===== src/rtl/addertree_accum.sv =====
// Final adder-tree stage: carry-propagate add of the two compressed rows, bias-seeded
// per-group accumulation, then ReLU/saturation and a valid/ready output word per group.
module addertree_accum #(
    parameter int IN_W  = 20,
    parameter int ACC_W = 32,
    parameter int OUT_W = 16
) (
    input  logic             clk,
    input  logic             reset_n,
    input  logic             in_valid,
    output logic             in_ready,
    input  logic [IN_W-1:0]  in_a,
    input  logic [IN_W-1:0]  in_b,
    input  logic             in_last,
    input  logic [ACC_W-1:0] bias,
    input  logic             cfg_relu,
    output logic             out_valid,
    input  logic             out_ready,
    output logic [OUT_W-1:0] out_data,
    output logic             out_sat,
    output logic             acc_ovf
);

    localparam logic signed [ACC_W-1:0] OUT_MAX_C = {{(ACC_W-OUT_W+1){1'b0}}, {(OUT_W-1){1'b1}}};
    localparam logic signed [ACC_W-1:0] OUT_MIN_C = {{(ACC_W-OUT_W+1){1'b1}}, {(OUT_W-1){1'b0}}};

    // Signed overflow: operands agree in sign but the result does not.
    function automatic logic add_ovf_fn(input logic [ACC_W-1:0] x,
                                        input logic [ACC_W-1:0] y,
                                        input logic [ACC_W-1:0] r);
        return (x[ACC_W-1] == y[ACC_W-1]) && (r[ACC_W-1] != x[ACC_W-1]);
    endfunction

    // Returns {clipped, data}.
    function automatic logic [OUT_W:0] sat_fn(input logic signed [ACC_W-1:0] v);
        logic [OUT_W:0] res;
        if (v > OUT_MAX_C) begin
            res = {1'b1, OUT_MAX_C[OUT_W-1:0]};
        end else if (v < OUT_MIN_C) begin
            res = {1'b1, OUT_MIN_C[OUT_W-1:0]};
        end else begin
            res = {1'b0, v[OUT_W-1:0]};
        end
        return res;
    endfunction

    logic                    adv_s;
    logic                    a_v_r;
    logic [IN_W:0]           sum_a_r;
    logic                    a_last_r;
    logic signed [ACC_W-1:0] acc_r;
    logic                    first_r;
    logic                    b_v_r;
    logic                    acc_ovf_r;
    logic                    out_valid_r;
    logic [OUT_W-1:0]        out_data_r;
    logic                    out_sat_r;

    logic [ACC_W-1:0]        base_s;
    logic [ACC_W-1:0]        addend_s;
    logic [ACC_W-1:0]        acc_next_s;
    logic                    ovf_s;
    logic signed [ACC_W-1:0] relu_s;
    logic [OUT_W:0]          sat_s;

    assign adv_s     = !out_valid_r || out_ready;
    assign in_ready  = adv_s;
    assign out_valid = out_valid_r;
    assign out_data  = out_data_r;
    assign out_sat   = out_sat_r;
    assign acc_ovf   = acc_ovf_r;

    // Accumulate datapath and output shaping from current register state.
    always_comb begin
        base_s   = acc_r;
        addend_s = {{(ACC_W-IN_W-1){1'b0}}, sum_a_r};
        if (first_r) begin
            base_s = bias;
        end else begin
            base_s = acc_r;
        end
        acc_next_s = base_s + addend_s;
        ovf_s      = add_ovf_fn(base_s, addend_s, acc_next_s);
        if (cfg_relu && acc_r[ACC_W-1]) begin
            relu_s = {ACC_W{1'b0}};
        end else begin
            relu_s = acc_r;
        end
        sat_s = sat_fn(relu_s);
    end

    // Stage A: carry-propagate sum of the two compressed rows.
    always_ff @(posedge clk or negedge reset_n) begin
        if (!reset_n) begin
            a_v_r    <= 1'b0;
            sum_a_r  <= {(IN_W+1){1'b0}};
            a_last_r <= 1'b0;
        end else if (adv_s) begin
            a_v_r <= in_valid;
            if (in_valid) begin
                sum_a_r  <= {1'b0, in_a} + {1'b0, in_b};
                a_last_r <= in_last;
            end
        end
    end

    // Stage B: bias-seeded accumulation; bubbles leave acc and first untouched.
    always_ff @(posedge clk or negedge reset_n) begin
        if (!reset_n) begin
            acc_r     <= {ACC_W{1'b0}};
            first_r   <= 1'b1;
            b_v_r     <= 1'b0;
            acc_ovf_r <= 1'b0;
        end else if (adv_s) begin
            if (a_v_r) begin
                acc_r     <= acc_next_s;
                first_r   <= a_last_r;
                b_v_r     <= a_last_r;
                acc_ovf_r <= acc_ovf_r | ovf_s;
            end else begin
                b_v_r <= 1'b0;
            end
        end
    end

    // Stage C: capture finished group (old acc value) into the output register.
    always_ff @(posedge clk or negedge reset_n) begin
        if (!reset_n) begin
            out_valid_r <= 1'b0;
            out_data_r  <= {OUT_W{1'b0}};
            out_sat_r   <= 1'b0;
        end else if (adv_s) begin
            out_valid_r <= b_v_r;
            if (b_v_r) begin
                out_data_r <= sat_s[OUT_W-1:0];
                out_sat_r  <= sat_s[OUT_W];
            end
        end
    end

endmodule


===== config.mk =====
export PLATFORM = sky130hd
export DESIGN_NAME = addertree_accum
export DESIGN_NICKNAME = d
export VERILOG_FILES = /design/src/rtl/addertree_accum.sv
export SDC_FILE = /design/constraint.sdc
export NUM_CORES = 1
export LEC_CHECK = 0
export CAP_MARGIN = 5
export CORE_MARGIN = 2
export CORE_UTILIZATION = 45
export DETAILED_ROUTE_END_ITERATION = 10
export DONT_BUFFER_PORTS = 1
export GPL_TIMING_DRIVEN = 0
export PLACE_DENSITY = 0.57
export SETUP_SLACK_MARGIN = 0.02
export SYNTH_ARGS = -nofsm -noshare
export SYNTH_HDL_FRONTEND = slang
export SYNTH_SLANG_ARGS = --single-unit

===== constraint.sdc =====
create_clock -name clk -period 11.17 [get_ports clk]
set_input_delay 0 -clock clk [delete_from_list [all_inputs] [get_ports clk]]
set_output_delay 0 -clock clk [all_outputs]
set_load 0.02 [all_outputs]

### Word-level counts from Yosys, hierarchy flattened

Index checks and enable logic that the tools add are counted.

| storage, ports and cells | value |
|---|---|
| output and inout port bits | 20 |
| input bits | 78 |
| bits in registers | 76 |
| logic and storage cells | 29 |

| operators by class | value |
|---|---|
| reductions and logical operators | 7 |
| eq/ne operators | 1 |
| mux-type cells | 5 |
| magnitude comparators | 2 |
| $add $sub $neg | 2 |
| bitwise operators | 2 |

Operator list:

| cell | count |
|---|---|
| 2-to-1 mux 32 bit | 2 |
| 2-to-1 mux 17 bit | 2 |
| adder 32 x 21 -> 32 bit | 1 |
| greater-than comparator 32 x 16 -> 1 bit (second input constant) | 1 |
| less-than comparator 32 x 16 -> 1 bit (second input constant) | 1 |
| adder 20 x 20 -> 21 bit | 1 |
| AND reduction 2 bit | 3 |
| logical AND 1 bit | 2 |
| zero test 1 bit | 1 |
| logical OR 1 bit | 1 |
| 2-to-1 mux 1 bit | 1 |
| != test 1 bit | 1 |
| NOT 1 bit | 1 |
| OR 1 bit | 1 |

### Logic depth before layout (Yosys ltp)

Gate-level depths: netlist of the first run.

| logic depth | value |
|---|---|
| word-level depth | 5 |
| mapped depth | 14 |

### Worst setup path before layout of the first run

OpenSTA, ideal clock, no wires.

| timing | value |
|---|---|
| path kind | register to register |
| start | register first_r |
| end | register acc_r[14] |
| setup time | 0.125 ns |
| setup slack | 7.226 ns |
| stages on the path, launching flop included | 15 |
| arrival | 3.819 ns |
| period minus slack after synthesis | 3.944 ns |
| path through | dfstp_2 clkbuf_1 buf_2 buf_2 clkbuf_1 mux2_2 ha_1 fa_1 a21oi_1 o22ai_1 o31ai_4 nor3_1 or2_2 xor2_1 mux2_2 |

| between the ends | value |
|---|---|
| longest elaborated chain between the ends | 2 |

RTL lines:

| item | RTL line | RTL |
|---|---|---|
| start: declaration | 52 | `logic first_r;` |
| start signal: assignment | 117 | `first_r <= a_last_r;` |
| 2-to-1 mux 32 bit | 77 | `if (first_r) begin` |
| adder 32 x 21 -> 32 bit | 82 | `acc_next_s = base_s + addend_s;` |
| end signal: assignment | 110 | `acc_r <= {ACC_W{1'b0}};` |
| end signal: assignment | 116 | `acc_r <= acc_next_s;` |
| end: declaration | 51 | `logic signed [ACC_W-1:0] acc_r;` |

No other way between the ends.
A chain may end at the register's enable or synchronous reset.

### Final worst setup path of the first run

| timing | value |
|---|---|
| start | register first_r |
| end | register acc_r[22] |

The elaborated chain is that of the path after synthesis.

==> results of run 1 <==
==> synth_stat cells, types with 3 or more instances <==
| cell type | instances | area (µm²) |
|---|---|---|
| nand2_1 | 103 | 387 |
| dfrtp_1 | 75 | 1880 |
| o21ai_0 | 52 | 260 |
| a21oi_1 | 45 | 225 |
| ha_1 | 42 | 526 |
| nor2_1 | 40 | 150 |
| mux2_2 | 22 | 248 |
| nand3_1 | 21 | 105 |
| o211ai_1 | 21 | 158 |
| clkbuf_1 | 19 | 71.3 |
| xnor2_1 | 17 | 149 |
| xor2_1 | 15 | 131 |
| a21o_1 | 14 | 105 |
| nor3_1 | 14 | 70.1 |
| inv_1 | 12 | 45.0 |
| nor2b_1 | 10 | 62.6 |
| mux2i_1 | 9 | 90.1 |
| nor3b_1 | 9 | 67.6 |
| and3_1 | 8 | 50.1 |
| and2_1 | 7 | 43.8 |
| nand2b_1 | 7 | 43.8 |
| nor4_1 | 7 | 43.8 |
| o21a_1 | 7 | 52.6 |
| a211oi_1 | 6 | 45.0 |
| nand4_1 | 6 | 37.5 |
| o31ai_1 | 6 | 45.0 |
| a221o_1 | 5 | 50.1 |
| buf_1 | 4 | 15.0 |
| o211a_1 | 4 | 40.0 |
| buf_2 | 3 | 15.0 |
| nand3b_1 | 3 | 22.5 |
| o21ai_1 | 3 | 15.0 |
| or4_1 | 3 | 22.5 |
==> worst paths after layout <==
check                      startpoint           to  slack (ns)
max                           first_r    acc_r[22]        5.96
min                           bias[0]     acc_r[0]        0.01
max reg2reg                   first_r    acc_r[22]        5.96
min reg2reg                     b_v_r    out_valid        0.49
max in group asynchronous     reset_n    acc_r[24]       10.61
min in group asynchronous     reset_n  out_data[1]        0.23
==> metal layers <==
metal	part of all wire	global-route usage	vias to the layer above
met1	0.48	0.346	2431
met3	0.053	0.0340	24
met5	0	0	-
li1	-	-	2520
met4	0.023	0.0918	0
met2	0.44	0.370	178
==> final cells by class <==
cell class              instances  share of cell area
inverters                      12             0.00692
multi-input cells             551               0.567
flip-flops and latches         76               0.292
well taps                     172              0.0331
plain buffers                  28              0.0181
clock buffers                  11              0.0373
repair buffers                 19              0.0319
clock inverters                 5              0.0129
==> worst max-delay path: stages (launching register included) <==
cell,delay [ns]
dfstp_2,0.53
clkbuf_1,0.33
buf_2,0.29
buf_2,0.27
clkbuf_1,0.54
mux2_2,0.41
ha_1,0.22
fa_1,0.42
a21oi_1,0.22
o22ai_1,0.18
o31ai_4,0.35
o211ai_1,0.26
o211ai_1,0.19
xor2_1,0.19
dlygate4sd3_1,0.59
o211ai_1,0.08
==> logic make-up after synthesis <==
family,Yosys count
XOR/XNOR,32
flip-flops,76
buffers and inverters,40
multiplexers,31
AO/OA/AOI/OAI,197
adder cells (fa/ha/maj),44
AND/OR/NAND/NOR,247
==> power breakdown <==
part	total [mW]	internal (mW)	switching [mW]	leakage, nW
clock	0.324	0.203	0.122	0.152
combinational	0.910	0.378	0.532	1.78
sequential	0.529	0.386	0.142	0.877
==> stage by stage <==
step                      utilization  std cells  hold WS (ns)  cell area [µm²]  setup slack, ns
after floorplan                     -        667        -0.296             5760             7.23
after global placement          0.475        839        -0.294             5970             6.41
after detailed placement        0.475        839        -0.294             5970             6.40
after CTS                       0.518        874       0.00432             6510             6.02
after global routing            0.518        874        0.0432             6510             5.61
final                           0.518        874        0.0113             6510             5.96
==> flow_metrics.py, run 1 <==
metrics = {
    "status": {
        "status": "finished, final reports clean",
    },
    "die": {
        "ios": 98,
        "die_area_um2": 13700,
        "die_h_um": 117,
        "initial_core_util": 0.458,
        "rows": 41,
        "die_w_um": 117,
        "core_um2": 12600,
    },
    "synthesis": {
        "synth-compound-area-share": 0.231,
        "synth_edf_count": 0,
        "ys_ff_latch": 76,
        "synthArstFlopShare": 1.00,
        "synth-xor-area-share": 0.0487,
        "yosysUniqueCellTypes": 71,
        "syn_area_um2": 5760,
        "synth_top_family_by_area": "compound AO/OA/AOI/OAI gates",
        "avgSynthCellArea_um2": 8.63,
        "syn-num-nets": 789,
        "synth_fa_ha_area_frac": 0.0982,
        "yosys.area_share.simple": 0.205,
        "synthMuxAreaShare": 0.0587,
        "synth_cells": 667,
        "synth_ff_type": "dfrtp_1",
        "yosys_warnings": 0,
        "ys_seq_area_frac": 0.331,
    },
    "sta": {
        "tightest_slew_ns": 0.686,
        "post-route-period-util": 0.467,
        "slew_headroom": 0.538,
        "clock.fmax_mhz": 192,
        "setup_violations": 0,
        "period_needed_ns": 5.21,
        "clock_skew_ns": 0.00730,
        "rsz0062_at_grt": "false",
        "finalSetupTns_ns": 0,
        "finalHoldViolCount": 0,
        "slew_viol_final": 0,
    },
    "layout": {
        "multi_input_area_um2": 3690,
        "antenna_cells": 0,
        "regArea_um2": 1900,
        "largest_reg_flops": 32,
        "mostFrequentLayoutCells": "nand2_1, dfrtp_1, o21ai_0, a21oi_1, ha_1",
        "layout-drive-gt1-share": 0.0869,
        "max_flop_register": "acc_r",
        "final_common_cell": "nand2_1",
        "fillers": 1188,
        "syn2layout_area_growth_pct": 13.0,
        "fin_nets": 819,
    },
    "grt": {
        "grt_usage": 0.241,
        "grt_pass1_vias": 5081,
        "grt_pass1_wl_mm": 25.6,
        "antenna_found_initial": 0,
        "grt_overflow": 0,
        "grt_start_max_net_pins": 77,
    },
    "clock_network": {
        "numCtsBuffers": 9,
        "clockRootBuffer": "clkbuf_16",
        "clkTransAtPathRegs_ns": 0.06,
        "clk_latency_ns": 0.34,
        "post_cts_buffers": 0,
        "cts.sinks": 76,
        "cts_tree": "built",
        "post_cts_resized": 0,
        "htreeDepth": 3,
        "cts_hold_buf": 19,
        "cts_buffer_depth": 2,
    },
    "drt": {
        "firstDrtPassIters": 5,
        "drt_wl_total_mm": 15.8,
        "viasPerCell": 5.90,
        "wire_per_inst_um": 18.1,
        "drt_first_iter_violations": 282,
        "drc_errors": 0,
        "ant_nets": 0,
        "dr_total_vias": 5153,
    },
    "critical_path": {
        "crit_arrival_ns": 5.42,
        "cp-end-kind": "register",
        "worst_setup_path_start_kind": "register",
        "required_ns": 11.37,
        "crit_fanout": 10,
        "critical_path_class": "reg2reg",
        "ff2ff_path_depth": 15,
    },
    "pwr": {
        "p_leak_nw": 2.81,
        "peakVddDrop_mv": 0.102,
        "p_per_area_nw_per_um2": 271,
        "power_mw": 1.76,
    },
    "job": {
        "maxCapViolations": 0,
    },
    "worst_hold_path": {
        "hold_path_depth": 4,
        "hold_path_class": "in2reg",
    },
    "place": {
        "gp_congestion": 0.867,
        "io_buffers": 0,
        "dp_hpwl_mm": 11.9,
    },
}
Note: power is estimated with default switching activity, not from simulation.
==> run 2: changes to the inputs <==
- clock period: 11.17 -> 5.45 ns (I/O delays scaled with it)
==> run 2 against run 1 <==
  * Final area hardly changed
  * Hold slack worse by 0.0018 ns
  * Register-to-register slack worse by 5.3 ns
  * Sequential power is 100% higher
  * Global-route usage stayed put
  * Combinational power is 100% higher
  * Utilization hardly changed
  * Clock skew hardly changed
  * Highest routed layer unchanged
==> flow_metrics.py, run 2 (synthesized netlist as in run 1, its figures left out) <==
metrics = {
    "sta": {
        "slew_viol_final": 0,
        "clock.fmax_mhz": 207,
        "rsz0062_at_grt": "false",
        "hold_ws_ns": 0.00952,
        "finalHoldViolCount": 0,
        "tightest_slew_ns": 0.668,
        "slew_headroom": 0.551,
        "post-route-period-util": 0.887,
        "setup_violations": 0,
        "clock_skew_ns": 0.00772,
        "setup_slack_ns": 0.619,
        "finalSetupTns_ns": 0,
        "period_needed_ns": 4.83,
    },
    "drt": {
        "ant_nets": 0,
        "drt_wl_total_mm": 15.8,
        "viasPerCell": 5.89,
        "firstDrtPassIters": 6,
        "drc_errors": 0,
        "dr_total_vias": 5140,
        "drt_first_iter_violations": 292,
        "wire_per_inst_um": 18.1,
    },
    "layout": {
        "final_common_cell": "nand2_1",
        "largest_reg_flops": 32,
        "instances_no_fill": 873,
        "mostFrequentLayoutCells": "nand2_1, dfrtp_1, o21ai_0, a21oi_1, ha_1",
        "antenna_cells": 0,
        "max_flop_register": "acc_r",
        "syn2layout_area_growth_pct": 13.0,
        "layout-drive-gt1-share": 0.0870,
        "fin_nets": 818,
        "fin_area_um2": 6500,
    },
    "die": {
        "ios": 98,
        "die_w_um": 117,
        "die_h_um": 117,
        "rows": 41,
        "core_um2": 12600,
        "die_area_um2": 13700,
        "initial_core_util": 0.458,
    },
    "grt": {
        "grt_usage": 0.241,
        "grt_overflow": 0,
        "grt_pass1_vias": 5081,
        "grt_pass1_wl_mm": 25.6,
        "grt_start_max_net_pins": 77,
        "antenna_found_initial": 0,
    },
    "clock_network": {
        "clkTransAtPathRegs_ns": 0.06,
        "cts_buffer_depth": 2,
        "clk_latency_ns": 0.34,
        "cts_tree": "built",
        "htreeDepth": 3,
        "clockRootBuffer": "clkbuf_16",
        "numCtsBuffers": 9,
        "cts.sinks": 76,
    },
    "critical_path": {
        "r2r_start": "first_r",
        "crit_fanout": 19,
        "ff2ff_path_depth": 14,
        "critPathMaxStageDelay_ns": 0.58,
        "r2r_slack_ns": 0.62,
        "crit_slowest_cell": "dlygate4sd3_1",
        "critical_path_class": "reg2reg",
        "endpoint": "acc_r[22]",
        "crit_arrival_ns": 5.03,
        "reg2reg_to": "acc_r[22]",
        "worst_setup_path_start_kind": "register",
        "required_ns": 5.65,
        "crit_path_frequent_cell": "o211ai_1",
        "worstPathCellList": "clkbuf_1 -> buf_2 -> buf_2 -> mux2_2 -> ha_1 -> fa_1 -> a21oi_1 -> o22ai_1 -> o31ai_4 -> o211ai_1 -> o211ai_1 -> xor2_1 -> dlygate4sd3_1 -> o211ai_1",
        "cp-end-kind": "register",
        "startpoint": "first_r",
    },
    "place": {
        "placedCellCount": 839,
        "io_buffers": 0,
        "place_area_um2": 5970,
        "gp_congestion": 0.867,
        "place_ws_ns": 0.681,
        "dp_hpwl_mm": 11.9,
    },
    "status": {
        "status": "finished, final reports clean",
    },
    "pwr": {
        "p_leak_nw": 2.81,
        "p_per_area_nw_per_um2": 555,
        "peakVddDrop_mv": 0.193,
    },
    "worst_hold_path": {
        "hold_path_class": "in2reg",
    },
    "job": {
        "maxCapViolations": 0,
    },
}
run 2: area by class of cell:
type | count | area (µm²)
buffer | 27 | 114
clock buffer | 11 | 243
clock inverter | 5 | 83.8
fill | 1187 | 6060
inverter | 12 | 45.0
multi-input combinational | 551 | 3690
sequential | 76 | 1900
tap | 172 | 215
timing repair buffer | 19 | 208
run 2: layer usage:
| metal | GRT usage | wire length, µm | up-vias |
|---|---|---|---|
| li1 | - | - | 2515 |
| met1 | 0.346 | 7620 | 2435 |
| met2 | 0.370 | 7020 | 166 |
| met3 | 0.0340 | 825 | 24 |
| met4 | 0.0918 | 345 | 0 |
| met5 | 0 | 0 | - |
run 2: how the worst min path moves through the flow:
stage	from	to	slack (ns)	depth (start not counted)
CTS	bias[0]	acc_r[0]	0.004	4
global placement	reset_n	out_data[5]	-0.29	0
finish	bias[0]	acc_r[0]	0.01	4
floorplan	reset_n	a_last_r	-0.30	0
global route	bias[25]	acc_r[25]	0.04	3
detailed placement	reset_n	out_data[3]	-0.29	0
run 2: critical path: cells and delay by family, from the launching register on:
family / cells / cell delay (ns)
adder cells (fa/ha/maj): 2 / 0.64
multiplexers: 1 / 0.39
XOR/XNOR: 1 / 0.20
AO/OA/AOI/OAI: 6 / 1.28
flip-flops: 1 / 0.53
buffers and inverters: 4 / 1.64
run 2: per-stage QoR:
step	util	power, mW
final	0.517	3.61
after global routing	0.517	3.92
after CTS	0.518	3.61
after detailed placement	0.475	2.90
after global placement	0.475	2.85
after floorplan	-	2.47
run 2: what timing repair did:
item / 4_1_cts / 5_1_grt
hold buffers: 19 / 0
endpoints found under the setup margin: 0 / 1
hold endpoints to repair: 91 / 0
buffers inserted: 0 / 0
resized for setup: 0 / 0
run 2: power breakdown:
group | total, mW | internal, mW | switching [mW]
Combinational | 1.86 | 0.774 | 1.09
Sequential | 1.08 | 0.792 | 0.291
Clock | 0.665 | 0.416 | 0.249
Total | 3.61 | 1.98 | 1.63
